File: config.mk
export PLATFORM = sky130hd
export DESIGN_NAME = hall_speed_meter_flat
export DESIGN_NICKNAME = d
export VERILOG_FILES = /design/src/rtl/hall_speed_meter_if.sv /design/src/rtl/hall_speed_meter.sv /design/src/flat_wrapper.sv
export SDC_FILE = /design/constraint.sdc
export NUM_CORES = 1
export LEC_CHECK = 0
export CAP_MARGIN = 20
export CORE_MARGIN = 1
export CORE_UTILIZATION = 60
export CTS_BUF_LIST = sky130_fd_sc_hd__clkbuf_8
export DETAILED_ROUTE_END_ITERATION = 10
export DONT_BUFFER_PORTS = 1
export PLACE_DENSITY = 0.85
export REMOVE_ABC_BUFFERS = 1
export SLEW_MARGIN = 20
export SYNTH_ARGS = -nofsm -noshare
export SYNTH_HDL_FRONTEND = slang
export SYNTH_SLANG_ARGS = --single-unit
File: constraint.sdc
create_clock -name inclk -period 4.92 [get_ports inclk]
set_clock_uncertainty 0.15 [all_clocks]
set_input_delay 1.23 -clock inclk [delete_from_list [all_inputs] [get_ports inclk]]
set_output_delay 1.23 -clock inclk [all_outputs]
set_load 0.03 [all_outputs]
File: src/rtl/hall_speed_meter_if.sv
// Bus bundle for the hall speed meter: raw hall codes and window restart in,
// latched per-channel speed/direction/error results out.
interface hall_speed_meter_if #(
   parameter int NUM_CH = 4,
   parameter int CNT_W  = 8
);
   logic [3*NUM_CH-1:0]     hall;
   logic                    win_restart;
   logic [CNT_W*NUM_CH-1:0] count;
   logic [NUM_CH-1:0]       dir;
   logic [NUM_CH-1:0]       err;
   logic                    count_valid;

   // Driver side: supplies hall codes and restart, consumes results.
   modport master (
      output hall,
      output win_restart,
      input  count,
      input  dir,
      input  err,
      input  count_valid
   );

   // Meter side.
   modport slave (
      input  hall,
      input  win_restart,
      output count,
      output dir,
      output err,
      output count_valid
   );
endinterface

File: src/rtl/hall_speed_meter.sv
// Multi-channel hall-sensor speed and direction meter.
// Each channel synchronises its 3-bit hall code, classifies every change as a
// forward step, reverse step or error, and counts steps inside a shared gate
// window. At the end of each window the live results are latched and
// count_valid pulses for one cycle.
module hall_speed_meter #(
   parameter int NUM_CH      = 4,
   parameter int CNT_W       = 8,
   parameter int GATE_CYCLES = 3163478,
   parameter int SYNC_STAGES = 2
) (
   input logic               inclk,
   input logic               rst_n,
   hall_speed_meter_if.slave bus
);
   localparam int               GATE_W    = (GATE_CYCLES > 1) ? $clog2(GATE_CYCLES) : 1;
   localparam int               FILL_W    = $clog2(SYNC_STAGES + 1);
   localparam logic [GATE_W-1:0] GATE_LAST = GATE_W'(GATE_CYCLES - 1);
   localparam logic [FILL_W-1:0] FILL_FULL = FILL_W'(SYNC_STAGES);
   localparam logic [CNT_W-1:0]  CNT_MAX   = {CNT_W{1'b1}};
   localparam logic [CNT_W-1:0]  CNT_ONE   = CNT_W'(1);
   localparam logic [2:0]        IDX_BAD   = 3'd7;

   // Position of a code in the forward commutation sequence; IDX_BAD for 000/111.
   function automatic logic [2:0] code_to_idx(input logic [2:0] code);
      logic [2:0] idx;
      case (code)
         3'b101:  idx = 3'd0;
         3'b100:  idx = 3'd1;
         3'b110:  idx = 3'd2;
         3'b010:  idx = 3'd3;
         3'b011:  idx = 3'd4;
         3'b001:  idx = 3'd5;
         default: idx = IDX_BAD;
      endcase
      return idx;
   endfunction

   function automatic logic [2:0] idx_inc(input logic [2:0] idx);
      return (idx == 3'd5) ? 3'd0 : idx + 3'd1;
   endfunction

   function automatic logic [2:0] idx_dec(input logic [2:0] idx);
      return (idx == 3'd0) ? 3'd5 : idx - 3'd1;
   endfunction

   logic [3*NUM_CH-1:0] sync_q [SYNC_STAGES];
   logic [3*NUM_CH-1:0] code_w;
   logic [FILL_W-1:0]   fill_q, fill_d;
   logic                sync_full_w;
   logic [GATE_W-1:0]   gate_q, gate_d;
   logic                end_win_w;
   logic                restart_w;
   logic                count_valid_q, count_valid_d;
   logic [CNT_W-1:0]    cnt_ch_w [NUM_CH];
   logic                dir_ch_w [NUM_CH];
   logic                err_ch_w [NUM_CH];

   // Synchroniser chain, one register stage per generate iteration.
   generate
      for (genvar gi = 0; gi < SYNC_STAGES; gi++) begin : g_sync
         // Shift the raw hall bus one stage further into the clock domain.
         always_ff @(posedge inclk or negedge rst_n) begin
            if (!rst_n) begin
               sync_q[gi] <= '0;
            end else if (gi == 0) begin
               sync_q[gi] <= bus.hall;
            end else begin
               sync_q[gi] <= sync_q[(gi == 0) ? 0 : gi - 1];
            end
         end
      end
   endgenerate

   assign code_w      = sync_q[SYNC_STAGES-1];
   assign sync_full_w = (fill_q == FILL_FULL);
   assign end_win_w   = (gate_q == GATE_LAST);
   assign restart_w   = bus.win_restart;

   // Shared control: synchroniser fill tracking, gate counter, result strobe.
   always_comb begin
      fill_d        = fill_q;
      gate_d        = gate_q + GATE_W'(1);
      count_valid_d = 1'b0;
      if (!sync_full_w) begin
         fill_d = fill_q + FILL_W'(1);
      end
      if (restart_w) begin
         gate_d = '0;
      end else if (end_win_w) begin
         gate_d        = '0;
         count_valid_d = 1'b1;
      end
   end

   // Shared control registers.
   always_ff @(posedge inclk or negedge rst_n) begin
      if (!rst_n) begin
         fill_q        <= '0;
         gate_q        <= '0;
         count_valid_q <= 1'b0;
      end else begin
         fill_q        <= fill_d;
         gate_q        <= gate_d;
         count_valid_q <= count_valid_d;
      end
   end

   generate
      for (genvar gi = 0; gi < NUM_CH; gi++) begin : g_ch
         logic [2:0]       code_c;
         logic [2:0]       idx_cur, idx_prev;
         logic [2:0]       prev_q, prev_d;
         logic             primed_q, primed_d;
         logic             step_w, fwd_w, bad_w;
         logic [CNT_W-1:0] live_cnt_q, live_cnt_d;
         logic             live_dir_q, live_dir_d;
         logic             live_err_q, live_err_d;
         logic [CNT_W-1:0] cnt_out_q, cnt_out_d;
         logic             dir_out_q, dir_out_d;
         logic             err_out_q, err_out_d;

         assign code_c   = code_w[3*gi +: 3];
         assign idx_cur  = code_to_idx(code_c);
         assign idx_prev = code_to_idx(prev_q);

         // Classify this cycle's code against the previous legal code.
         always_comb begin
            step_w   = 1'b0;
            fwd_w    = 1'b0;
            bad_w    = 1'b0;
            prev_d   = prev_q;
            primed_d = primed_q;
            if (!primed_q) begin
               // First valid sample only seeds the reference; nothing counted.
               if (sync_full_w) begin
                  prev_d   = code_c;
                  primed_d = 1'b1;
               end
            end else if (idx_cur == IDX_BAD) begin
               bad_w = 1'b1;
            end else if (code_c != prev_q) begin
               prev_d = code_c;
               if (idx_prev == IDX_BAD) begin
                  // Reference seeded from an illegal code: cannot judge a step.
                  bad_w = 1'b1;
               end else if (idx_cur == idx_inc(idx_prev)) begin
                  step_w = 1'b1;
                  fwd_w  = 1'b1;
               end else if (idx_cur == idx_dec(idx_prev)) begin
                  step_w = 1'b1;
               end else begin
                  bad_w = 1'b1;
               end
            end
         end

         // Live window accumulation and end-of-window latching.
         always_comb begin
            live_cnt_d = live_cnt_q;
            live_dir_d = live_dir_q;
            live_err_d = live_err_q;
            cnt_out_d  = cnt_out_q;
            dir_out_d  = dir_out_q;
            err_out_d  = err_out_q;
            if (restart_w) begin
               // Abort: window contents and this cycle's step are dropped.
               live_cnt_d = '0;
               live_err_d = 1'b0;
            end else if (end_win_w) begin
               cnt_out_d = live_cnt_q;
               err_out_d = live_err_q;
               if (live_cnt_q != '0) begin
                  dir_out_d = live_dir_q;
               end
               // A step on the closing cycle opens the next window.
               live_cnt_d = step_w ? CNT_ONE : '0;
               live_err_d = bad_w | (step_w & (CNT_ONE == CNT_MAX));
               if (step_w) begin
                  live_dir_d = fwd_w;
               end
            end else begin
               if (step_w) begin
                  live_dir_d = fwd_w;
                  if (live_cnt_q == CNT_MAX) begin
                     live_err_d = 1'b1;
                  end else begin
                     live_cnt_d = live_cnt_q + CNT_ONE;
                     if (live_cnt_q + CNT_ONE == CNT_MAX) begin
                        live_err_d = 1'b1;
                     end
                  end
               end
               if (bad_w) begin
                  live_err_d = 1'b1;
               end
            end
         end

         // Per-channel state registers.
         always_ff @(posedge inclk or negedge rst_n) begin
            if (!rst_n) begin
               prev_q     <= 3'b000;
               primed_q   <= 1'b0;
               live_cnt_q <= '0;
               live_dir_q <= 1'b0;
               live_err_q <= 1'b0;
               cnt_out_q  <= '0;
               dir_out_q  <= 1'b0;
               err_out_q  <= 1'b0;
            end else begin
               prev_q     <= prev_d;
               primed_q   <= primed_d;
               live_cnt_q <= live_cnt_d;
               live_dir_q <= live_dir_d;
               live_err_q <= live_err_d;
               cnt_out_q  <= cnt_out_d;
               dir_out_q  <= dir_out_d;
               err_out_q  <= err_out_d;
            end
         end

         assign cnt_ch_w[gi] = cnt_out_q;
         assign dir_ch_w[gi] = dir_out_q;
         assign err_ch_w[gi] = err_out_q;
      end
   endgenerate

   // Pack registered per-channel results onto the output bus.
   always_comb begin
      bus.count = '0;
      bus.dir   = '0;
      bus.err   = '0;
      for (int c = 0; c < NUM_CH; c++) begin
         bus.count[CNT_W*c +: CNT_W] = cnt_ch_w[c];
         bus.dir[c]                  = dir_ch_w[c];
         bus.err[c]                  = err_ch_w[c];
      end
   end

   assign bus.count_valid = count_valid_q;
endmodule
File: src/flat_wrapper.sv
// flat-port wrapper written by rule: the top's interface ports become plain ports
module hall_speed_meter_flat 
#(
   parameter int NUM_CH      = 4,
   parameter int CNT_W       = 8,
   parameter int GATE_CYCLES = 3163478,
   parameter int SYNC_STAGES = 2
)
  (inclk, rst_n, bus_hall, bus_win_restart, bus_count, bus_dir, bus_err, bus_count_valid);
  hall_speed_meter_if #(.NUM_CH(NUM_CH), .CNT_W(CNT_W)) bus_i ();
  input logic inclk;
  input logic rst_n;
  input wire logic [$bits(bus_i.hall)-1:0] bus_hall;
  input wire logic [$bits(bus_i.win_restart)-1:0] bus_win_restart;
  output wire logic [$bits(bus_i.count)-1:0] bus_count;
  output wire logic [$bits(bus_i.dir)-1:0] bus_dir;
  output wire logic [$bits(bus_i.err)-1:0] bus_err;
  output wire logic [$bits(bus_i.count_valid)-1:0] bus_count_valid;
  assign bus_i.hall = bus_hall;
  assign bus_i.win_restart = bus_win_restart;
  assign bus_count = bus_i.count;
  assign bus_dir = bus_i.dir;
  assign bus_err = bus_i.err;
  assign bus_count_valid = bus_i.count_valid;
  hall_speed_meter #(.NUM_CH(NUM_CH), .CNT_W(CNT_W), .GATE_CYCLES(GATE_CYCLES), .SYNC_STAGES(SYNC_STAGES)) u_core (.inclk(inclk), .rst_n(rst_n), .bus(bus_i));
endmodule
==> metrics.md <==
| Metric | Value |
|---|---|
| Tmin final | between 3 and 4 ns |
| Post-route clock period utilization | slightly below 70% |
| CTS tree | done |
| Yosys warns | 0 |
| Drt initial violations | around 510 |
| Wire length per cell | between 15 and 20 um |
| # DRC | 0 |
| Die height | around 120 um |
| TritonCTS buffer count | 17 |
| GRT Overall Usage | roughly a quarter |
| Inst Count DP | around 1000 |
| Dpl cell area | between 8000 and 9000 um^2 |
| Max-Cap Viols | 0 |
| Vias per cell | 6.036 |
| Die width | ~120 um |
| Post-route cell area | ~8500 um^2 |
| Largest cells by area after synthesis | dfrtp_1 44%, nand2_1 6.7%, nor2_1 3.0% |
| Cell Area, Synth | 8263 um^2 |
| Routed Antenna Nets | 0 |
| Layout cells sized above 1 | around a tenth |
| Synth Area per Inst | between 9 and 10 um^2 |
| Die ar. | 14240 um^2 |
| Synth cell count leaders | 148 x nand2_1, 145 x dfrtp_1, 66 x nor2_1 |
| Ys async rst share | 100.0% |
| Worst-path clk slew | approximately 0.080 ns |
| Gr ovfl total | 0 |
| Post-synthesis sequential area ratio | 43.91% |
| Post-synth EDFFs | 0 |
| Most frequent cell after synthesis | nand2_1 |
| Largest net degree at the start of global routing | 146 |
| # IOs | 56 |
| WP data arrival | roughly 3.6 ns |
| DR pass1 iterations | 5 |
| Status | completed |
| Antenna violations before repair | 0 |
| Post-synth top area cell | dfrtp_1 |
| Synth Flop Type | dfrtp_1 |
| Peak supply drop | around 0.16 mV |
| First-pass GRT wire length | 27710 um |
| CTS sink count | between 100 and 150 |
| Initial Util | approximately three fifths |
| Startpoint Class | register |
| Vias in the first global route | just under 6000 |
| Diode count | 0 |
| Max transition margin | about a third |
| CTS Root Cell | clkbuf_8 |
| CP endpoint kind | register |
| Core Region | ~13000 um^2 |
| Synth Register Bits | 145 |
| Setup TNS Final | 0 ns |
| Final Max Slew Viols | 0 |
| CP max FO | 24 |
| Critical Path RT | 5.11 ns |
| Nets | 889 |
| Final setup viols | 0 |
| Synth cell types | 87 |
| Actual slew at the worst max-slew pin | 1.008 ns |
| Syn-to-layout area delta | 2.938% |
| Setup Fix Bufs, Post-CTS | 0 |
| Clk buf depth | 2 |
| Total leakage power | approximately 3.7 nW |
| RSZ-0062 raised after global routing | no |
| Number of cell rows | 42 |
| Final Hold Vio Count | 0 |
| DP Wirelength | around 11000 um |
| Final WL | 16320 um |
| PostCTS Resize Cnt | 0 |
| Hold-fix buffers, CTS | 0 |
| Routability-driven placement congestion ratio | between 0.8 and 0.9 |
| Number of H-tree levels | 4 |
| Setup Crit Path Kind | reg -> reg |
| Fmax | between 0.2 and 0.3 GHz |
| Synth top area share | between 40% and 50% |
| Worst min path class | reg -> reg |
| PD cells | ~400 nW/um^2 |
| Finished Layout Cells | around 1000 |
| Worst skew pair latency | 0.45 ns |
| Via Count | 6302 |
| Port bufs | 0 |
| Cells after synthesis | between 900 and 1000 |
## metal layers
metal	track usage [%]	share of wire (%)	up-vias
met5	0	0	-
met4	6.250	1.0	0
met3	6.370	6.4	17
met2	38.74	47	152
met1	32.30	46	3045
li1	-	-	3088
## metrics by stage
stage / power, mW / setup WS [ns] / utilization, % / hold slack, ns
2_1_floorplan: 2.294 / 1.790 / - / 0.1812
3_3_place_gp: 2.479 / 1.645 / 61.00 / 0.1831
3_5_place_dp: 2.508 / 1.594 / 61.00 / 0.1847
4_1_cts: 3.356 / 1.588 / 63.72 / 0.1948
5_1_grt: 3.553 / 1.370 / 63.72 / 0.2030
6_report: 3.348 / 1.523 / 63.72 / 0.1945
## kinds of logic (layout without fill, tap and decap cells)
family,after synthesis,count (layout),synth area share [%]
AOI/OAI and AO/OA,158,158,13.02
DFF,145,145,43.91
muxes,30,30,3.891
and+or+nand+nor,408,408,25.62
adders and majority gates,21,21,3.119
buffers and inverters,95,61,5.663
xor gates and xnor gates,45,45,4.770
## sequential cells by signal (all words and copies together), names as in the netlist, 12 cells and up
register,flops
u_core.g_ch.cnt_out_q,32
u_core.code_w,12
u_core.gate_q,22
u_core.g_ch.live_cnt_q,32
u_core.sync_q,12
u_core.g_ch.prev_q,12
## critical path, cell delays in order, from the launching register on
cell and delay, ns:
dfrtp_1 0.43, inv_1 0.08, ha_1 0.15, nand4b_1 0.09
or3_1 0.35, or3_1 0.66, nand2b_1 0.85, buf_4 0.41
o21ai_1 0.10
## layout by cell type (no fill, tap or decap), types with 7 or more instances in the layout
cell	instances
a21oi_1	36
a31o_1	7
a31oi_1	8
and3_1	18
clkbuf_8	22
dfrtp_1	145
ha_1	19
inv_1	25
mux2_2	16
mux2i_1	13
nand2_1	148
nand2b_1	8
nand3_1	34
nand3b_1	9
nand4_1	17
nor2_1	65
nor2b_1	8
nor3_1	23
o21ai_0	25
o21ai_1	9
o31ai_1	9
or2_2	10
or3_1	8
xnor2_1	24
xor2_1	21
## cell type report
class	instances	area, um^2
Fill cell	1088	4842
Tap cell	176	220.2
Multi-Input combinational cell	662	4170
Sequential cell	145	3628
Timing Repair Buffer	4	30.03
Clock inverter	10	60.06
Inverter	25	93.84
Clock buffer	22	302.8
## power breakdown
part	leakage, nW	switching, mW	total, mW	internal, mW
registers	1.88	0.224	1.50	1.28
clock network	0.188	0.442	0.852	0.410
logic	1.65	0.527	0.992	0.466
total	3.71	1.19	3.35	2.15
## worst paths after layout
path,from,to,slack (ns),cells past startpoint
setup / recovery,u_core.gate_q[1]$_DFF_PN0_,u_core.g_ch[0].live_cnt_q[0]$_DFFE_PN0P_,1.52,8
hold / removal,u_core.sync_q[22]$_DFF_PN0_,u_core.code_w[10]$_DFF_PN0_,0.19,0
setup reg to reg,u_core.gate_q[1]$_DFF_PN0_,u_core.g_ch[0].live_cnt_q[0]$_DFFE_PN0P_,1.52,8
hold reg to reg,u_core.sync_q[22]$_DFF_PN0_,u_core.code_w[10]$_DFF_PN0_,0.19,0
max in group asynchronous,rst_n,u_core.gate_q[13]$_DFF_PN0_,4.09,0
min in group asynchronous,rst_n,u_core.g_ch[2].cnt_out_q[2]$_DFFE_PN0P_,0.32,0
(Power assumes the default switching activity.)
